**config.mk**
```make
export PLATFORM = sky130hd
export DESIGN_NAME = seg7_scan
export DESIGN_NICKNAME = d
export VERILOG_FILES = /design/src/rtl/seg7_scan.sv
export SDC_FILE = /design/constraint.sdc
export NUM_CORES = 1
export LEC_CHECK = 0
export ABC_AREA = 1
export BUFFER_PORTS_ARGS = -buffer_cell sky130_fd_sc_hd__buf_2
export CAP_MARGIN = 40
export CORE_ASPECT_RATIO = 1.5
export CORE_UTILIZATION = 40
export CTS_CLUSTER_SIZE = 24
export DETAILED_ROUTE_END_ITERATION = 8
export RECOVER_POWER = 50
export SETUP_SLACK_MARGIN = 0.5
export SLEW_MARGIN = 10
export SYNTH_ARGS = -nofsm -noshare
export SYNTH_HDL_FRONTEND = slang
export SYNTH_SLANG_ARGS = --single-unit
```
**constraint.sdc**
```tcl
create_clock -name clk_in -period 3 [get_ports clk_in]
set_clock_uncertainty 0.15 [all_clocks]
set_input_delay 0.3 -clock clk_in [delete_from_list [all_inputs] [get_ports clk_in]]
set_output_delay 0.3 -clock clk_in [all_outputs]
set_load 0.02 [all_outputs]
```
**src/rtl/seg7_scan.sv**
```systemverilog
// Six-digit multiplexed 7-segment scanner for an HH:MM:SS display.
// The BCD digits are latched once per frame, and each slot begins with a blanked dead cycle.
module seg7_scan #(
    parameter int CLK_DIV = 1000
) (
    input  logic        clk_in,
    input  logic        reset,
    input  logic        enable,
    input  logic [23:0] digits,
    input  logic        blank_lead,
    input  logic [5:0]  dp_mask,
    output logic [6:0]  seg,
    output logic [5:0]  an,
    output logic        dp,
    output logic        frame_tick
);

    localparam int PW = $clog2(CLK_DIV);
    localparam logic [PW-1:0] PRESC_MAX = PW'(CLK_DIV - 1);

    logic [PW-1:0] presc;
    logic [2:0]    idx;
    logic [23:0]   snap;
    logic          slot_end;
    logic          frame_end;

    assign slot_end  = (presc == PRESC_MAX);
    assign frame_end = slot_end && (idx == 3'd5);

    always_ff @(posedge clk_in or negedge reset) begin
        if (!reset) begin
            presc      <= '0;
            idx        <= '0;
            snap       <= '0;
            frame_tick <= 1'b0;
        end else if (!enable) begin
            // While idle, track the digits so scanning resumes with current values
            presc      <= '0;
            idx        <= '0;
            frame_tick <= 1'b0;
            snap       <= digits;
        end else begin
            frame_tick <= frame_end;
            if (slot_end) begin
                presc <= '0;
                idx   <= (idx == 3'd5) ? 3'd0 : idx + 3'd1;
            end else begin
                presc <= presc + 1'b1;
            end
            if (frame_end)
                snap <= digits;
        end
    end

    logic       dark;
    logic [3:0] nib;
    logic       dp_sel;
    logic [6:0] glyph;

    assign dark = !enable || (presc == '0);

    always_comb begin
        nib    = 4'h0;
        dp_sel = 1'b0;
        case (idx)
            3'd0: begin nib = snap[3:0];   dp_sel = dp_mask[0]; end
            3'd1: begin nib = snap[7:4];   dp_sel = dp_mask[1]; end
            3'd2: begin nib = snap[11:8];  dp_sel = dp_mask[2]; end
            3'd3: begin nib = snap[15:12]; dp_sel = dp_mask[3]; end
            3'd4: begin nib = snap[19:16]; dp_sel = dp_mask[4]; end
            3'd5: begin nib = snap[23:20]; dp_sel = dp_mask[5]; end
            default: begin nib = 4'h0; dp_sel = 1'b0; end
        endcase
    end

    always_comb begin
        case (nib)
            4'd0:    glyph = 7'h3F;
            4'd1:    glyph = 7'h06;
            4'd2:    glyph = 7'h5B;
            4'd3:    glyph = 7'h4F;
            4'd4:    glyph = 7'h66;
            4'd5:    glyph = 7'h6D;
            4'd6:    glyph = 7'h7D;
            4'd7:    glyph = 7'h07;
            4'd8:    glyph = 7'h7F;
            4'd9:    glyph = 7'h6F;
            default: glyph = 7'h40;
        endcase
    end

    always_comb begin
        an  = 6'b111111;
        seg = 7'h00;
        dp  = 1'b0;
        if (!dark) begin
            an  = ~(6'b000001 << idx);
            dp  = dp_sel;
            // Leading hours-tens zero is suppressed on request
            seg = (idx == 3'd5 && blank_lead && snap[23:20] == 4'h0) ? 7'h00 : glyph;
        end
    end

endmodule

```
==> results.cfg, run 1 <==
[timing]
maxSlewViolCount = 0
rsz0062_at_grt = true
setup_tns_ps = 0
finalSetupViolCount = 0
fin_crit_sh_pct = 85.4
finalHoldViolCount = 0
worstMarginPinSlew_ps = 1480
fmax_ghz = 0.390
slew_headroom_pct = 1.30
post-route-min-period_ps = 2560

[worst_setup_path]
arrival_ps = 2110
cp_max_fo = 7
critPathCaptureType = output port
startpoint_type = flip-flop
worst-setup-path-type = reg -> out
required_ps = 2550

[place]
dp_cells = 418
io_buffers = 48
hpwl_um = 4170
gp_congestion = 0.817

[logic_synthesis]
yosysTopAreaCell = dfrtp_1
ys_top_cells_by_area = dfrtp_1 (42%), nand2_1 (14%), nand3_1 (6.9%)
ys_types = 29
seq_area_frac_synth_pct = 42.3
ys_ff_latch = 38
avgSynthCellArea_um2 = 7.35
synth-edff-count = 0
synthArstFlopShare_pct = 100
synth-main-ff-cell = dfrtp_1
synth_fp_nets = 347
syn_inst = 306
synthesis.area_um2 = 2250
yosysTopAreaCellShare_pct = 42.3
yosysWarnings = 0

[detailed_routing]
drc = 0
final_antenna_net_count = 0
vias = 2151
wl_per_cell_um = 12.7
drt-pass1-iter-count = 4
avgViaCountPerCell = 4.91
initialDrtViolationCount = 81
drt_wl_total_um = 5540

[finish]
post-route-util_pct = 52.0
drive_gt1_share_pct = 31.5
diodes = 0
layoutNonFillerInstCount = 438
final_nets = 409
syn2layout_area_growth_pct = 25.9

[pwr]
power_density_nw_per_um2 = 494
pwr-share-comb_pct = 33.5
p_int_mw = 0.905
switching_share_pct = 35.3
clkPwrFrac_pct = 23.5
power.leakage_nw = 1.48
power.share.sequential_pct = 43.0
p_total_mw = 1.40
net-switching-power_mw = 0.493
ir_drop_v = 0.000299

[global_routing]
grt_max_degree = 34
grt_pass1_wl_um = 9270
antenna_found_initial = 0
grt_pass1_vias = 2116
grt_use_total_pct = 20.3
overflow = 0

[clock_tree]
ctsLongestPathBuffers = 2
cts.sinks = 38
cts_tree = done
cts_buffers = 5
htreeDepth = 2
insertion_delay_ps = 290
path_clk_slew_ps = 70
cts_root_buf = clkbuf_8

[die]
die_h_um = 93.9
start_util_pct = 41.3
ioPinCount = 49
core_um2 = 5450
fp-row-count = 33
dieArea_um2 = 5930
die_x_um = 63.2

[job]
maxCapViolCount = 0

[outcome]
status = finished clean

[min_path]
hp-class = in -> reg
placed cells by master, fill, tap and decap left out, types with 2 or more instances in the layout:
master and n:
o21ai_0 7, clkbuf_1 2, dfrtp_2 3, buf_4 19, nand2_1 78, nor2_4 4, nand2_2 14, nand3_1 29
nand3_2 2, inv_1 24, nor3_1 10, inv_2 9, dfrtp_1 35, nand4_1 5, nand3b_1 2, buf_2 39
a21oi_1 14, ha_1 5, nor2_2 5, buf_6 2, o21ai_2 2, clkbuf_8 5, nor2_1 34, clkinv_2 2
state kept, by name (all words and copies together) (netlist names):
name	flops
presc	10
idx	3
frame_tick	1
snap	24
critical path, stage by stage, from the launching register on:
cell     delay, ps
dfrtp_2        450
buf_6          140
nor2_4         200
nand2_2        100
inv_2           70
nand2_2         40
nand2_2         80
nor2_4          60
ha_1           280
nor2_2         110
nor2_1          60
nor2_1          90
buf_4          140
synth_stat cells, drive strengths merged, types with 2 or more instances:
cell and instances:
nand2 93, nor2 43, dfrtp 38, inv 34, nand3 32, a21oi 15
nor3 10, o21ai 10, buf 9, ha 7, nand4 5, nand3b 2
what timing repair did:
item,4_1_cts,5_1_grt
setup endpoints to repair,7,7
hold buffers,1,0
pin swaps,16,8
buffers inserted,12,0
resized for setup,28,10
gates cloned,0,0
hold endpoints to repair,38,0
per-stage QoR:
step / setup slack (ps) / hold WS [ps] / instance area (um^2)
finish: 438 / 87.6 / 2830
global route: 145 / 90.3 / 2830
CTS: 424 / 81.3 / 2810
detailed placement: 405 / -0.452 / 2550
global placement: 490 / 311 / 2520
floorplan: 632 / -146 / 2250
final cells by class:
cell class,instances,area [um^2]
clock buffers,5,68.8
clock inverters,2,10.0
fillers,572,2620
inverters,34,130
multi-input cells,224,1180
flip-flops and latches,38,955
well taps,70,87.6
repair buffers,65,405
power by group through the flow:
stage / clock network, mW / registers (mW) / logic (mW)
3_3_place_gp: 0 / 0.614 / 0.379
3_5_place_dp: 0 / 0.614 / 0.387
5_1_grt: 0.357 / 0.607 / 0.526
6_report: 0.329 / 0.601 / 0.468
4_1_cts: 0.340 / 0.599 / 0.457
2_1_floorplan: 0 / 0.596 / 0.291
routing by layer:
layer / track usage (%) / up-vias / wire length, um
li1: - / 1103 / -
met1: 21.1 / 993 / 2290
met2: 39.0 / 44 / 2950
met3: 3.03 / 11 / 144
met4: 9.66 / 0 / 158
met5: 0 / - / 0
kinds of logic (layout without fill, tap and decap cells):
logic type / count (synthesis) / in the layout / synth area share, %
and+or+nand+nor: 187 / 187 / 37.2
buffers and inverters: 44 / 106 / 8.90
DFF: 38 / 38 / 42.3
AOI/OAI and AO/OA: 29 / 29 / 7.34
adders and majority gates: 7 / 7 / 3.89
xor gates and xnor gates: 1 / 1 / 0.389
final timing paths:
| check | startpoint | end | slack [ps] | depth (start not counted) |
|---|---|---|---|---|
| worst min-delay path | digits[22] | snap[22] | 90 | 3 |
| min in group asynchronous | reset | snap[22] | 260 | 2 |
| worst max-delay path | idx[1] | seg[3] | 440 | 12 |
| worst min register to register | snap[18] | snap[18] | 330 | 2 |
| max in group asynchronous | reset | idx[1] | 540 | 3 |
| worst max register to register | presc[0] | snap[10] | 920 | 9 |
(Power assumes the default switching activity.)
==> run 2, diff against run 1 <==
Settings changed: REMOVE_ABC_BUFFERS set to 1.
==> run 2 against run 1 <==
Cell count grew 1.4%. Sequential power is essentially flat. Flip-flop and latch count is the same. Clock-buffer cell count is 1 higher. Clock power is 4% higher. Critical path depth rose by 3. Die area did not move. Critical endpoint is now seg[5]. Highest routed layer unchanged.
==> results.cfg, run 2 (synthesis gave the netlist of run 1 again) <==
[outcome]
status = finished clean

[clock_tree]
insertion_delay_ps = 280
path_clk_slew_ps = 70
ctsLongestPathBuffers = 2
cts_buffers = 5
cts.sinks = 38
cts_tree = done
htreeDepth = 2
cts_root_buf = clkbuf_8

[global_routing]
antenna_found_initial = 0
grt_pass1_vias = 2119
overflow = 0
grt_pass1_wl_um = 9780
grt_max_degree = 30
grt_use_total_pct = 21.3

[die]
die_h_um = 93.9
ioPinCount = 49
dieArea_um2 = 5930
start_util_pct = 41.3
die_x_um = 63.2
fp-row-count = 33
core_um2 = 5450

[worst_setup_path]
critPathCaptureType = output port
required_ps = 2550
startpoint_type = flip-flop
cp_max_fo = 6
arrival_ps = 2130
worst-setup-path-type = reg -> out

[pwr]
power.leakage_nw = 1.51
net-switching-power_mw = 0.523
pwr-share-comb_pct = 36.5
power.share.sequential_pct = 40.5
ir_drop_v = 0.000350
power_density_nw_per_um2 = 504
p_total_mw = 1.49
p_int_mw = 0.969
switching_share_pct = 35.1
clkPwrFrac_pct = 23.0

[min_path]
hp-class = in -> reg

[finish]
num-fill-cells = 569
post-route-util_pct = 54.3
final_common_cell = nand2_1
layout_common_cells = nand2_1 (76), buf_2 (39), dfrtp_1 (35), nor2_1 (32), nand3_1 (28)
diodes = 0
final_nets = 416
regMostFlops = snap
largestRegisters = snap: 24 flops, presc: 10 flops, idx: 3 flops
largest_reg_flops = 24
drive_gt1_share_pct = 36.1
syn2layout_area_growth_pct = 31.6
layoutNonFillerInstCount = 444

[timing]
layout_setup_ws_ps = 422
rsz0062_at_grt = true
post-route-min-period_ps = 2580
finalSetupViolCount = 0
maxSlewViolCount = 0
finalHoldViolCount = 0
fin_crit_sh_pct = 85.9
setup_tns_ps = 0
worstMarginPinSlew_ps = 857
fmax_ghz = 0.388
slew_headroom_pct = 42.8

[detailed_routing]
avgViaCountPerCell = 5.02
drc = 0
final_antenna_net_count = 0
drt_wl_total_um = 5900
wl_per_cell_um = 13.3
vias = 2227
initialDrtViolationCount = 100
drt-pass1-iter-count = 5

[job]
maxCapViolCount = 0

[place]
preCtsSetupSlack_ps = 416
hpwl_um = 4300
io_buffers = 48
gp_congestion = 0.908
dp_cells = 418
[run 2: changes by cell type in the layout (fill, tap and decap cells not counted), moves of 3 or more]
cell	change
buf_4	+5
inv_2	+4
ha_1	-3
ha_4	+3
inv_1	-3
[run 2: power groups by stage]
stage | combinational [mW] | sequential (mW) | clock [mW]
final | 0.545 | 0.604 | 0.343
after global routing | 0.603 | 0.610 | 0.369
after CTS | 0.499 | 0.600 | 0.350
after detailed placement | 0.392 | 0.614 | 0
after global placement | 0.382 | 0.614 | 0
after floorplan | 0.273 | 0.601 | 0
[run 2: cell type report]
type                            instances  area, um^2  area share [%]
Sequential cell                        38         955            32.2
Clock buffer                            6        82.6            2.79
Timing Repair Buffer                   72         482            16.3
Multi-Input combinational cell        224        1230            41.4
Tap cell                               70        87.6            2.96
Inverter                               34         128            4.31
[run 2: final timing paths]
path | startpoint | end | slack [ps] | cells after the start
setup reg to reg | presc[0] | snap[3] | 920 | 9
hold / removal | digits[5] | snap[5] | 90 | 3
setup / recovery | idx[0] | seg[5] | 420 | 15
min in group asynchronous | reset | presc[1] | 490 | 2
hold reg to reg | snap[4] | snap[4] | 330 | 2
max in group asynchronous | reset | idx[1] | 1570 | 3
[run 2: routing by layer]
metal / share of wire, % / track usage (%) / wire (um) / vias to the layer above
li1: - / - / - / 1112
met1: 40 / 24.6 / 2380 / 1056
met2: 55 / 39.4 / 3230 / 49
met3: 3.4 / 3.40 / 199 / 10
met4: 1.7 / 6.82 / 99 / 0
met5: 0 / 0 / 0 / -
[run 2: stage by stage]
| stage | area, um^2 | hold slack [ps] |
|---|---|---|
| after global routing | 2960 | 94.4 |
| after CTS | 2880 | 88.1 |
| final | 2960 | 91.0 |
| after detailed placement | 2550 | 82.5 |
| after floorplan | 2180 | -146 |
| after global placement | 2520 | 309 |
[run 2: worst max-delay path, stage by stage, from the launching register on]
cell,delay (ps)
dfrtp_2,450
buf_12,150
nand2_4,70
nor2_4,50
buf_4,130
nand2_2,50
nand2_2,70
nor2_4,210
inv_2,80
ha_4,160
inv_2,40
nand2_2,50
nand2_2,60
nor2_1,40
nor2_1,90
buf_4,140
[run 2: what timing repair did]
action	CTS	global route
endpoints found under the hold margin	13	0
endpoints found under the setup margin	7	7
hold buffers	1	0
resized for setup	28	23
pin swaps	16	17
setup buffers	18	1
==> run 3, diff against run 2 <==
Clock period 3 ns to 3.1 ns, I/O delays scaled along.
==> run 3 against run 2 <==
Register-to-register slack improved by 120 ps. Sequential power fell by 3.5%. Flip-flop and latch count did not move. Via count fell by 2.2%. Cell count fell by 0.68%. Core utilization fell by 1.4 points. Sequential share of layout area rose by 0.85 points. Worst setup slack improved by 100 ps. Critical path depth rose by 1. Non-clock buffer count fell by 5. Worst hold slack improved by 7.7 ps.
==> results.cfg, run 3 (synthesis gave the netlist of run 1 again) <==
[worst_setup_path]
r2r-end = snap[3]
cp_max_fo = 6
crit_start = idx[1]
required_ps = 2640
worst-setup-path-type = reg -> out
reg2reg_depth = 9
critPathCaptureType = output port
startpoint_type = flip-flop
arrival_ps = 2120
r2r_start = presc[0]
r2r_setup_slack_ps = 1040

[job]
maxCapViolCount = 0

[min_path]
hold_start = digits[5]
hp-class = in -> reg
min_to = snap[5]
hold_path_depth = 3

[clock_tree]
cts_buffers = 5
cts_root_buf = clkbuf_8
cts_tree = done
path_clk_slew_ps = 80
ctsLongestPathBuffers = 2
htreeDepth = 2
insertion_delay_ps = 280
cts.sinks = 38

[timing]
finalSetupViolCount = 0
post-route-min-period_ps = 2580
setup_tns_ps = 0
timing.hold.ws_ps = 98.6
maxSlewViolCount = 0
worstMarginPinSlew_ps = 878
fin_crit_sh_pct = 83.1
fmax_ghz = 0.388
slew_headroom_pct = 41.5
layout_setup_ws_ps = 525
finalHoldViolCount = 0
rsz0062_at_grt = true

[finish]
final_area_um2 = 2880
syn2layout_area_growth_pct = 28.2
num-fill-cells = 549
drive_gt1_share_pct = 32.1
diodes = 0
largest_reg_flops = 24
final_common_cell = nand2_1
layout_common_cells = nand2_1 (78), buf_2 (39), nor2_1 (36), dfrtp_1 (35), nand3_1 (30)
final_nets = 411
regMostFlops = snap
layoutNonFillerInstCount = 441
post-route-util_pct = 52.9
largestRegisters = snap: 24 flops, presc: 10 flops, idx: 3 flops

[detailed_routing]
final_antenna_net_count = 0
drt_wl_total_um = 5630
wl_per_cell_um = 12.8
vias = 2177
initialDrtViolationCount = 101
drc = 0
avgViaCountPerCell = 4.94
drt-pass1-iter-count = 4

[global_routing]
grt_pass1_wl_um = 9650
grt_max_degree = 30
antenna_found_initial = 0
overflow = 0
grt_pass1_vias = 2084
grt_use_total_pct = 20.8

[pwr]
switching_share_pct = 33.6
pwr-share-comb_pct = 32.7
power_density_nw_per_um2 = 503
net-switching-power_mw = 0.487
p_int_mw = 0.964
power.share.sequential_pct = 40.2
ir_drop_v = 0.000295
power.leakage_nw = 1.49
clkPwrFrac_pct = 27.1
p_total_mw = 1.45

[place]
preCtsSetupSlack_ps = 511
hpwl_um = 4280
gp_congestion = 0.908
dp_cells = 418
io_buffers = 48
dpl_cell_area_um2 = 2550

[die]
ioPinCount = 49
die_h_um = 93.9
dieArea_um2 = 5930
core_um2 = 5450
start_util_pct = 41.3
die_x_um = 63.2
fp-row-count = 33

[outcome]
status = finished clean
run 3: cell types whose count changed in the layout (fill, tap and decap cells not counted), moves of 2 or more:
cell      before  now
buf_4         24   22
buf_6          3    0
clkbuf_8       6    8
nand2_1       76   78
nand3_1       28   30
nand3_2        4    2
nor2_1        32   36
nor2_2         7    3
run 3: how the worst max path moves through the flow:
stage	endpoint	slack, ps	cells past startpoint
finish	seg[6]	520	16
global route	seg[3]	380	13
CTS	seg[5]	490	16
detailed placement	seg[5]	510	15
global placement	seg[3]	590	12
floorplan	snap[10]	610	8
run 3: power by group through the flow:
stage / clock network (mW) / registers, mW / logic (mW)
CTS: 0.406 / 0.581 / 0.437
global placement: 0 / 0.595 / 0.370
global route: 0.426 / 0.590 / 0.528
detailed placement: 0 / 0.594 / 0.379
finish: 0.394 / 0.583 / 0.475
floorplan: 0 / 0.582 / 0.264
run 3: worst max-delay path: stages (launching register included):
cell and delay [ps]:
dfrtp_2 450, nand2_2 90, inv_2 50, ha_4 170, nand2_2 50, inv_1 30
nor2_1 110, nand2_2 80, nor2_4 140, inv_2 70, ha_4 150, inv_2 40
nand2_2 40, nand2_2 60, nor2_1 40, nor2_1 100, buf_4 150
run 3: layer usage:
metal  share of wire (%)  routed length, um  track usage, %
met5                   0                  0               0
met4                 1.6                 91            6.63
met3                 3.9                217            3.03
met2                  52               2950            37.9
met1                  42               2380            24.9
run 3: timing repair:
action / CTS / global route
hold endpoints to repair: 13 / 0
buffers inserted: 12 / 2
pin swaps: 7 / 10
gates resized for setup: 15 / 19
hold buffers: 1 / 0
endpoints found under the setup margin: 7 / 7
gates cloned: 0 / 0
run 3: layout make-up:
| cell class | instances | area [um^2] | share of cell area (%) |
|---|---|---|---|
| Clock buffer | 8 | 110 | 3.82 |
| Inverter | 34 | 128 | 4.43 |
| Multi-Input combinational cell | 224 | 1170 | 40.6 |
| Sequential cell | 38 | 955 | 33.1 |
| Tap cell | 70 | 87.6 | 3.04 |
| Timing Repair Buffer | 67 | 433 | 15.0 |
